[config.mk]
export PLATFORM = sky130hd
export DESIGN_NAME = alu_seq
export DESIGN_NICKNAME = d
export VERILOG_FILES = /design/src/rtl/alu_pkg.sv /design/src/rtl/alu_core.sv /design/src/rtl/alu_seq.sv
export SDC_FILE = /design/constraint.sdc
export NUM_CORES = 1
export LEC_CHECK = 0
export CORE_MARGIN = 2
export CORE_UTILIZATION = 40
export CTS_BUF_LIST = sky130_fd_sc_hd__clkbuf_8
export DETAILED_ROUTE_END_ITERATION = 10
export HOLD_SLACK_MARGIN = 0.1
export PLACE_DENSITY = 0.7
export SLEW_MARGIN = 20
export SYNTH_ARGS = -nofsm -noshare
export SYNTH_HDL_FRONTEND = slang
export SYNTH_SLANG_ARGS = --single-unit
[constraint.sdc]
create_clock -name clk -period 2.6 [get_ports clk]
set_input_delay 0.26 -clock clk [delete_from_list [all_inputs] [get_ports clk]]
set_output_delay 0.26 -clock clk [all_outputs]
set_load 0.05 [all_outputs]
[src/rtl/alu_pkg.sv]
// alu_seq shared types: opcodes, FSM states
// and the shift-op predicate.
package alu_pkg;

  typedef enum logic [3:0] {
    OP_ADD  = 4'd0,
    OP_SUB  = 4'd1,
    OP_AND  = 4'd2,
    OP_OR   = 4'd3,
    OP_RXOR = 4'd4,
    OP_XOR  = 4'd5,
    OP_NOT  = 4'd6,
    OP_SHL  = 4'd7,
    OP_SHR  = 4'd8
  } op_t;

  typedef enum logic [1:0] {
    S_IDLE  = 2'd0,
    S_SHIFT = 2'd1,
    S_DONE  = 2'd2
  } state_t;

  function automatic logic is_shift(op_t op);
    return (op == OP_SHL) || (op == OP_SHR);
  endfunction

endpackage

[src/rtl/alu_core.sv]
// alu_core: single-cycle ops and operand flags.
// Shift results come from the iterator in alu_seq.
module alu_core
  import alu_pkg::*;
#(
  parameter int W = 8
) (
  input  logic [3:0]   op,
  input  logic [W-1:0] a,
  input  logic [W-1:0] b,
  output logic [W-1:0] rslt,
  output logic         beq,
  output logic         slt,
  output logic         carry,
  output logic         err
);

  logic [W:0] sum;
  logic [W:0] diff;

  assign sum  = {1'b0, a} + {1'b0, b};
  assign diff = {1'b0, a} - {1'b0, b};
  assign beq  = (a == b);
  assign slt  = (a < b);

  // opcode decode; illegal codes saturate to max positive
  always_comb begin
    rslt  = '0;
    carry = 1'b0;
    err   = 1'b0;
    case (op_t'(op))
      OP_ADD: begin
        rslt  = sum[W-1:0];
        carry = sum[W];
      end
      OP_SUB: begin
        rslt  = diff[W-1:0];
        carry = diff[W];
      end
      OP_AND:  rslt = a & b;
      OP_OR:   rslt = a | b;
      OP_RXOR: rslt = {{(W-1){1'b0}}, ^a};
      OP_XOR:  rslt = a ^ b;
      OP_NOT:  rslt = ~a;
      OP_SHL:  rslt = '0;
      OP_SHR:  rslt = '0;
      default: begin
        rslt = {1'b0, {(W-1){1'b1}}};
        err  = 1'b1;
      end
    endcase
  end

endmodule

[src/rtl/alu_seq.sv]
// alu_seq: handshaked ALU with a bit-serial
// shifter and registered result/flags.
module alu_seq
  import alu_pkg::*;
#(
  parameter int W = 8
) (
  input  logic         clk,
  input  logic         reset,
  input  logic         in_valid,
  output logic         in_ready,
  input  logic [3:0]   alu_cmd,
  input  logic [W-1:0] inA,
  input  logic [W-1:0] inB,
  output logic         out_valid,
  input  logic         out_ready,
  output logic [W-1:0] rslt,
  output logic         beq,
  output logic         slt,
  output logic         carry,
  output logic         zero,
  output logic         err
);

  localparam int CW = $clog2(W + 1);
  localparam logic [W-1:0] WMAX = W'(W);

  state_t         state_q, state_d;
  logic [CW-1:0]  cnt_q;
  logic           dir_q;
  logic [W-1:0]   rslt_q;
  logic           beq_q, slt_q, carry_q;
  logic           zero_q, err_q;

  logic [W-1:0]   core_rslt;
  logic           core_beq, core_slt;
  logic           core_carry, core_err;
  logic           accept;
  logic           shift_op;
  logic [CW-1:0]  n_amt;
  logic [W-1:0]   shifted;

  alu_core #(.W(W)) u_core (
    .op    (alu_cmd),
    .a     (inA),
    .b     (inB),
    .rslt  (core_rslt),
    .beq   (core_beq),
    .slt   (core_slt),
    .carry (core_carry),
    .err   (core_err)
  );

  assign in_ready  = (state_q == S_IDLE);
  assign out_valid = (state_q == S_DONE);
  assign accept    = in_valid && in_ready;
  assign shift_op  = is_shift(op_t'(alu_cmd));
  assign n_amt     = (inB >= WMAX) ? CW'(W)
                                   : CW'(inB);
  assign shifted   = dir_q ? (rslt_q >> 1)
                           : (rslt_q << 1);

  assign rslt  = rslt_q;
  assign beq   = beq_q;
  assign slt   = slt_q;
  assign carry = carry_q;
  assign zero  = zero_q;
  assign err   = err_q;

  // state register
  always_ff @(posedge clk) begin
    if (reset) state_q <= S_IDLE;
    else       state_q <= state_d;
  end

  // next-state: shifts with n>0 detour via SHIFT
  always_comb begin
    state_d = state_q;
    unique case (state_q)
      S_IDLE: begin
        if (accept) begin
          if (shift_op && (n_amt != '0))
            state_d = S_SHIFT;
          else
            state_d = S_DONE;
        end
      end
      S_SHIFT: begin
        if (cnt_q == CW'(1)) state_d = S_DONE;
      end
      S_DONE: begin
        if (out_ready) state_d = S_IDLE;
      end
      default: state_d = S_IDLE;
    endcase
  end

  // capture at accept, then rslt_q doubles as
  // the shift working register
  always_ff @(posedge clk) begin
    if (reset) begin
      cnt_q   <= '0;
      dir_q   <= 1'b0;
      rslt_q  <= '0;
      beq_q   <= 1'b0;
      slt_q   <= 1'b0;
      carry_q <= 1'b0;
      zero_q  <= 1'b0;
      err_q   <= 1'b0;
    end else begin
      unique case (state_q)
        S_IDLE: begin
          if (accept) begin
            beq_q   <= core_beq;
            slt_q   <= core_slt;
            carry_q <= core_carry;
            err_q   <= core_err;
            dir_q   <= (op_t'(alu_cmd) == OP_SHR);
            if (shift_op) begin
              rslt_q <= inA;
              cnt_q  <= n_amt;
              zero_q <= (inA == '0);
            end else begin
              rslt_q <= core_rslt;
              cnt_q  <= '0;
              zero_q <= (core_rslt == '0);
            end
          end
        end
        S_SHIFT: begin
          rslt_q <= shifted;
          cnt_q  <= cnt_q - CW'(1);
          zero_q <= (shifted == '0);
        end
        default: ;
      endcase
    end
  end

endmodule

After elaboration in Yosys (flattened, before gate mapping)
Index checks and enable logic that the tools add are counted.
- add/subtract/negate cells: 3
- magnitude comparators: 2
- eq/ne operators: 15
- muxes and demuxes: 19
- bitwise gates (word level): 4
- reductions and logical operators: 16
- operators by type and width (kind ; number):
    $pmux W8 S8 ; 1
    $logic_not A8 Y1 ; 3
    $mux W8 ; 3
    $eq A4 B3 Y1 const B ; 4
    $pmux W8 S2 ; 1
    $mux W4 ; 3
    $add A8 B8 Y9 ; 1
    $reduce_or A9 Y1 ; 1
    $sub A8 B8 Y9 ; 1
    $and A8 B8 Y8 ; 1
    $eq A4 B1 Y1 const B ; 2
    $eq A4 B2 Y1 const B ; 2
    $eq A8 B8 Y1 ; 1
    $ge A8 B4 Y1 const B ; 1
    $lt A8 B8 Y1 ; 1
    $mux W2 ; 4
    $not A8 Y8 ; 1
    $or A8 B8 Y8 ; 1
    $pmux W4 S2 ; 1
    $reduce_xor A8 Y1 ; 1
    $xor A8 B8 Y8 ; 1
    $pmux W2 S3 ; 1
    $eq A4 B4 Y1 const B ; 1
    $logic_not A4 Y1 ; 1
    15 further kinds ; 21
- register bits: 20
- bits of input ports: 24
- output and inout port bits: 15
- word-level logic and storage cells: 68

Logic depth before layout (Yosys ltp)
- depth after elaboration: 7
- depth in mapped cells: 11
- gate-level depth less buffers: 11

Hierarchy
A second synthesis with hierarchy kept.
- cell total of the unflattened synthesis: 341
- area, all modules: 2544.9 um^2
- modules (own cells, without submodules) (module ; instances ; cells an instance ; area an instance (um^2) ; seq. area each (um^2)):
    alu_core ; 1 ; 194 ; 1350.0 ; 0.0
    alu_seq ; 1 ; 147 ; 1194.9 ; 400.4

Worst setup path before layout
No wires, ideal clock.
- kind: in2reg
- from: input port inA[0]
- to: register zero_q, in the netlist zero
- setup time: 92 ps
- arrival time: 2253 ps
- required time: 2508 ps
- path slack: 255 ps
- stages on the path: 11
- path buffers: 0
- path through: inv_1 ha_1 inv_1 fa_1 or3b_4 a31oi_4 nand4_1 o21ai_0 or3_1 a2111o_1 o32ai_1
- longest elaborated chain between the ends: 6
- ends and longest elaborated chain (element ; line ; text):
    start: declaration ; alu_seq.sv:13 ; input logic [W-1:0] inA,
    $sub A8 B8 Y9 (tied with other cells) ; alu_core.sv:22 ; assign diff = {1'b0, a} - {1'b0, b};
    $pmux W8 S8 ; alu_core.sv:31 ; case (op_t'(op))
    $logic_not A8 Y1 ; alu_seq.sv:126 ; zero_q <= (core_rslt == '0);
    $mux W1 * ; alu_seq.sv:119 ; if (shift_op) begin
    $mux W1 * ; alu_seq.sv:113 ; if (accept) begin
    $pmux W1 S2 * ; alu_seq.sv:111 ; unique case (state_q)
    end signal: assignment ; alu_seq.sv:122 ; zero_q <= (inA == '0);
    end signal: assignment ; alu_seq.sv:126 ;
    end signal: assignment ; alu_seq.sv:133 ; zero_q <= (shifted == '0);
    end: declaration ; alu_seq.sv:33 ; logic zero_q, err_q;
Every way passes the cells marked *; elsewhere a longest branch is shown, timed or not. The select of a mux whose other input is x is not followed.
A chain may end at the register's enable or synchronous reset.

Worst setup path after layout
- from: input port inA[3]
- to: register zero_q, in the netlist zero
The elaborated chain is that of the path after synthesis.

==> flow_summary.yaml <==
run_status:
  run_status: "finished clean"
min_path:
  hp-class: "flop to flop"
  hp-start: "slt"
timing:
  hold_viol_final: 0
  tightestPinTransition_ns: 0.5036
  whs_ns: 0.4544
  fin_crit_sh: 0.9596
  fmax_mhz: 400.8
  max-slew-margin-rel: 0.6632
  clock_skew_ns: 0.003106
  slew_violations: 0
  period_needed_ns: 2.495
  rsz0062_at_grt: "false"
  finalSetupViolCount: 0
detailed_routing:
  vias: 3238
  drt_iter0_markers: 236
  route.detailed.drc: 0
  wl_per_cell_um: 17.39
  ant_nets: 0
  vias_per_cell: 5.866
  firstDrtPassIters: 5
  totalWireLength_um: 9598
placement:
  io_buffers: 38
  finalWeightedCongestion: 0.9859
  dp_hpwl_um: 7676
pwr:
  powerDensity_nw_per_um2: 339.3
  max-vdd-ir-drop_v: 0.0001687
  p_total_mw: 1.327
  p_leak_nw: 1.644
global_route:
  gr-usage-all-layers: 0.2538
  grt_pass1_wl_um: 15130
  antenna_found_initial: 1
  grt_pass1_vias: 2998
  grt_max_degree: 22
  grt-ovfl-total: 0
clocking:
  clock_latency_ns: 0.26
  cts_hold_buf: 0
  cts_sinks: 20
  clockBufferDepth: 2
  htree_levels: 1
  clk_pin_slew_worst_paths_ns: 0.07
  clock-root-buffer: "clkbuf_8"
  cts_tree: "yes"
  cts_made_buffers: 3
synthesis:
  syn_nets: 419
  synthCells: 362
  ys_seq_elements: 20
  ys.flop_type: "dfxtp_1"
  synth_cell_types: 68
  async_flop_share: 0
  synth_enable_flop_cells: 0
  avgSynthCellArea_sq_um: 7.607
  ys_seq_area_frac: 0.1454
  syn_area_sq_um: 2754
  yosys_warnings: 0
floorplan:
  start_util: 0.4099
  rows: 30
  core_area_sq_um: 6719
  io_pins: 39
  die_h_um: 86.98
  fp.dieArea_sq_um: 7565
  die_w_um: 86.98
final_layout:
  n_fill_cell: 625
  drive_gt1_frac: 0.2648
  antenna_cells: 0
  fin_nets: 531
  fin_util: 0.5819
  areaGrowthSynthToFinish_pct: 41.98
worst_setup_path:
  arrival_ns: 2.67
  cp_max_fo: 6
  startpoint_type: "primary input"
  crit_type: "primary input to flop"
  required_ns: 2.77
  critPathCaptureType: "flop"
  r2r_start: "state_q[0]"
  crit_start: "inA[3]"
flow_run:
  drv_cap: 0
-- cell usage in the layout, fill, tap and decap left out, types with 9 or more instances in the layout --
cell type,netlist,final
nand2b_1,10,9
buf_4,1,90
nor2_1,28,28
mux2i_1,10,10
o21ai_0,20,18
a21oi_1,30,28
ha_1,31,25
nor3_1,12,12
clkdlybuf4s50_1,0,33
nand2_1,18,18
dfxtp_1,20,20
inv_1,33,31
-- final timing paths --
check	to	slack, ns	cells past startpoint
setup / recovery	zero	0.11	10
hold / removal	slt	0.45	2
setup reg to reg	zero	0.67	7
hold reg to reg	slt	0.45	2
-- cell families after synthesis --
logic type | Yosys count | synth area share
mux | 11 | 0.04044
xor+xnor | 7 | 0.02226
compound gates | 120 | 0.3026
simple gates | 114 | 0.2254
fa+ha+maj | 33 | 0.1554
buf+inv | 57 | 0.1086
flops | 20 | 0.1454
-- cells in the mapped netlist, types with 6 or more instances --
cell type / count / area [sq um]
a211oi_1: 9 / 67.56
nand2_1: 18 / 67.56
mux2i_1: 10 / 100.1
ha_1: 31 / 387.9
buf_6: 7 / 78.83
nand2b_1: 10 / 62.56
o21ai_0: 20 / 100.1
clkbuf_1: 9 / 33.78
nor2_1: 28 / 105.1
inv_1: 33 / 123.9
nor3_1: 12 / 60.06
dfxtp_1: 20 / 400.4
a21oi_1: 30 / 150.1
nand3_1: 6 / 30.03
-- final cells by class --
cell class | instances | area [sq um] | area share
Multi-Input combinational cell | 285 | 2135 | 0.5459
Timing Repair Buffer | 131 | 1110 | 0.2838
Sequential cell | 20 | 400.4 | 0.1024
Inverter | 33 | 123.9 | 0.03168
Tap cell | 80 | 100.1 | 0.02560
Clock buffer | 3 | 41.29 | 0.01056
-- per-layer routing --
layer / share of wire / GRT usage
met1: 0.46 / 0.3477
met2: 0.45 / 0.4046
met3: 0.064 / 0.04550
met4: 0.026 / 0.07670
met5: 0 / 0
-- flip-flops by register name, summed over array words and instances, names as in the netlist --
signal,cells
rslt,8
cnt_q,4
state_q,2
beq,1
carry,1
dir_q,1
err,1
slt,1
zero,1
-- metrics by stage --
step / worst slack [ns] / cells / TNS, ns / instance area (sq um)
after floorplan: 0.2552 / 362 / 0 / 2754
after global placement: -0.5072 / 548 / -2.146 / 3787
after detailed placement: -0.5324 / 548 / -2.335 / 3787
after CTS: 0.01649 / 552 / 0 / 3890
after global routing: 0.02121 / 552 / 0 / 3910
final: 0.1050 / 552 / 0 / 3910
-- power by group --
part	leakage, nW	switching (mW)	internal [mW]
clock	0.0216	0.100	0.103
sequential	0.164	0.0283	0.332
combinational	1.46	0.407	0.356
-- worst max-delay path, cell delays in order --
cell and delay (ns):
clkdlybuf4s50_1 0.48, inv_1 0.06, ha_2 0.33, or3b_4 0.44
a31oi_4 0.23, nor4_2 0.06, a41oi_2 0.17, nand2_1 0.09
a2111o_1 0.44, o32ai_1 0.10
-- repair_timing --
action / in CTS / in global routing
setup buffers: 1 / 0
cloned: 0 / 0
endpoints found under the setup margin: 3 / 5
pin swaps: 8 / 3
resized for setup: 21 / 5
Power figures use the tool's default switching activity.
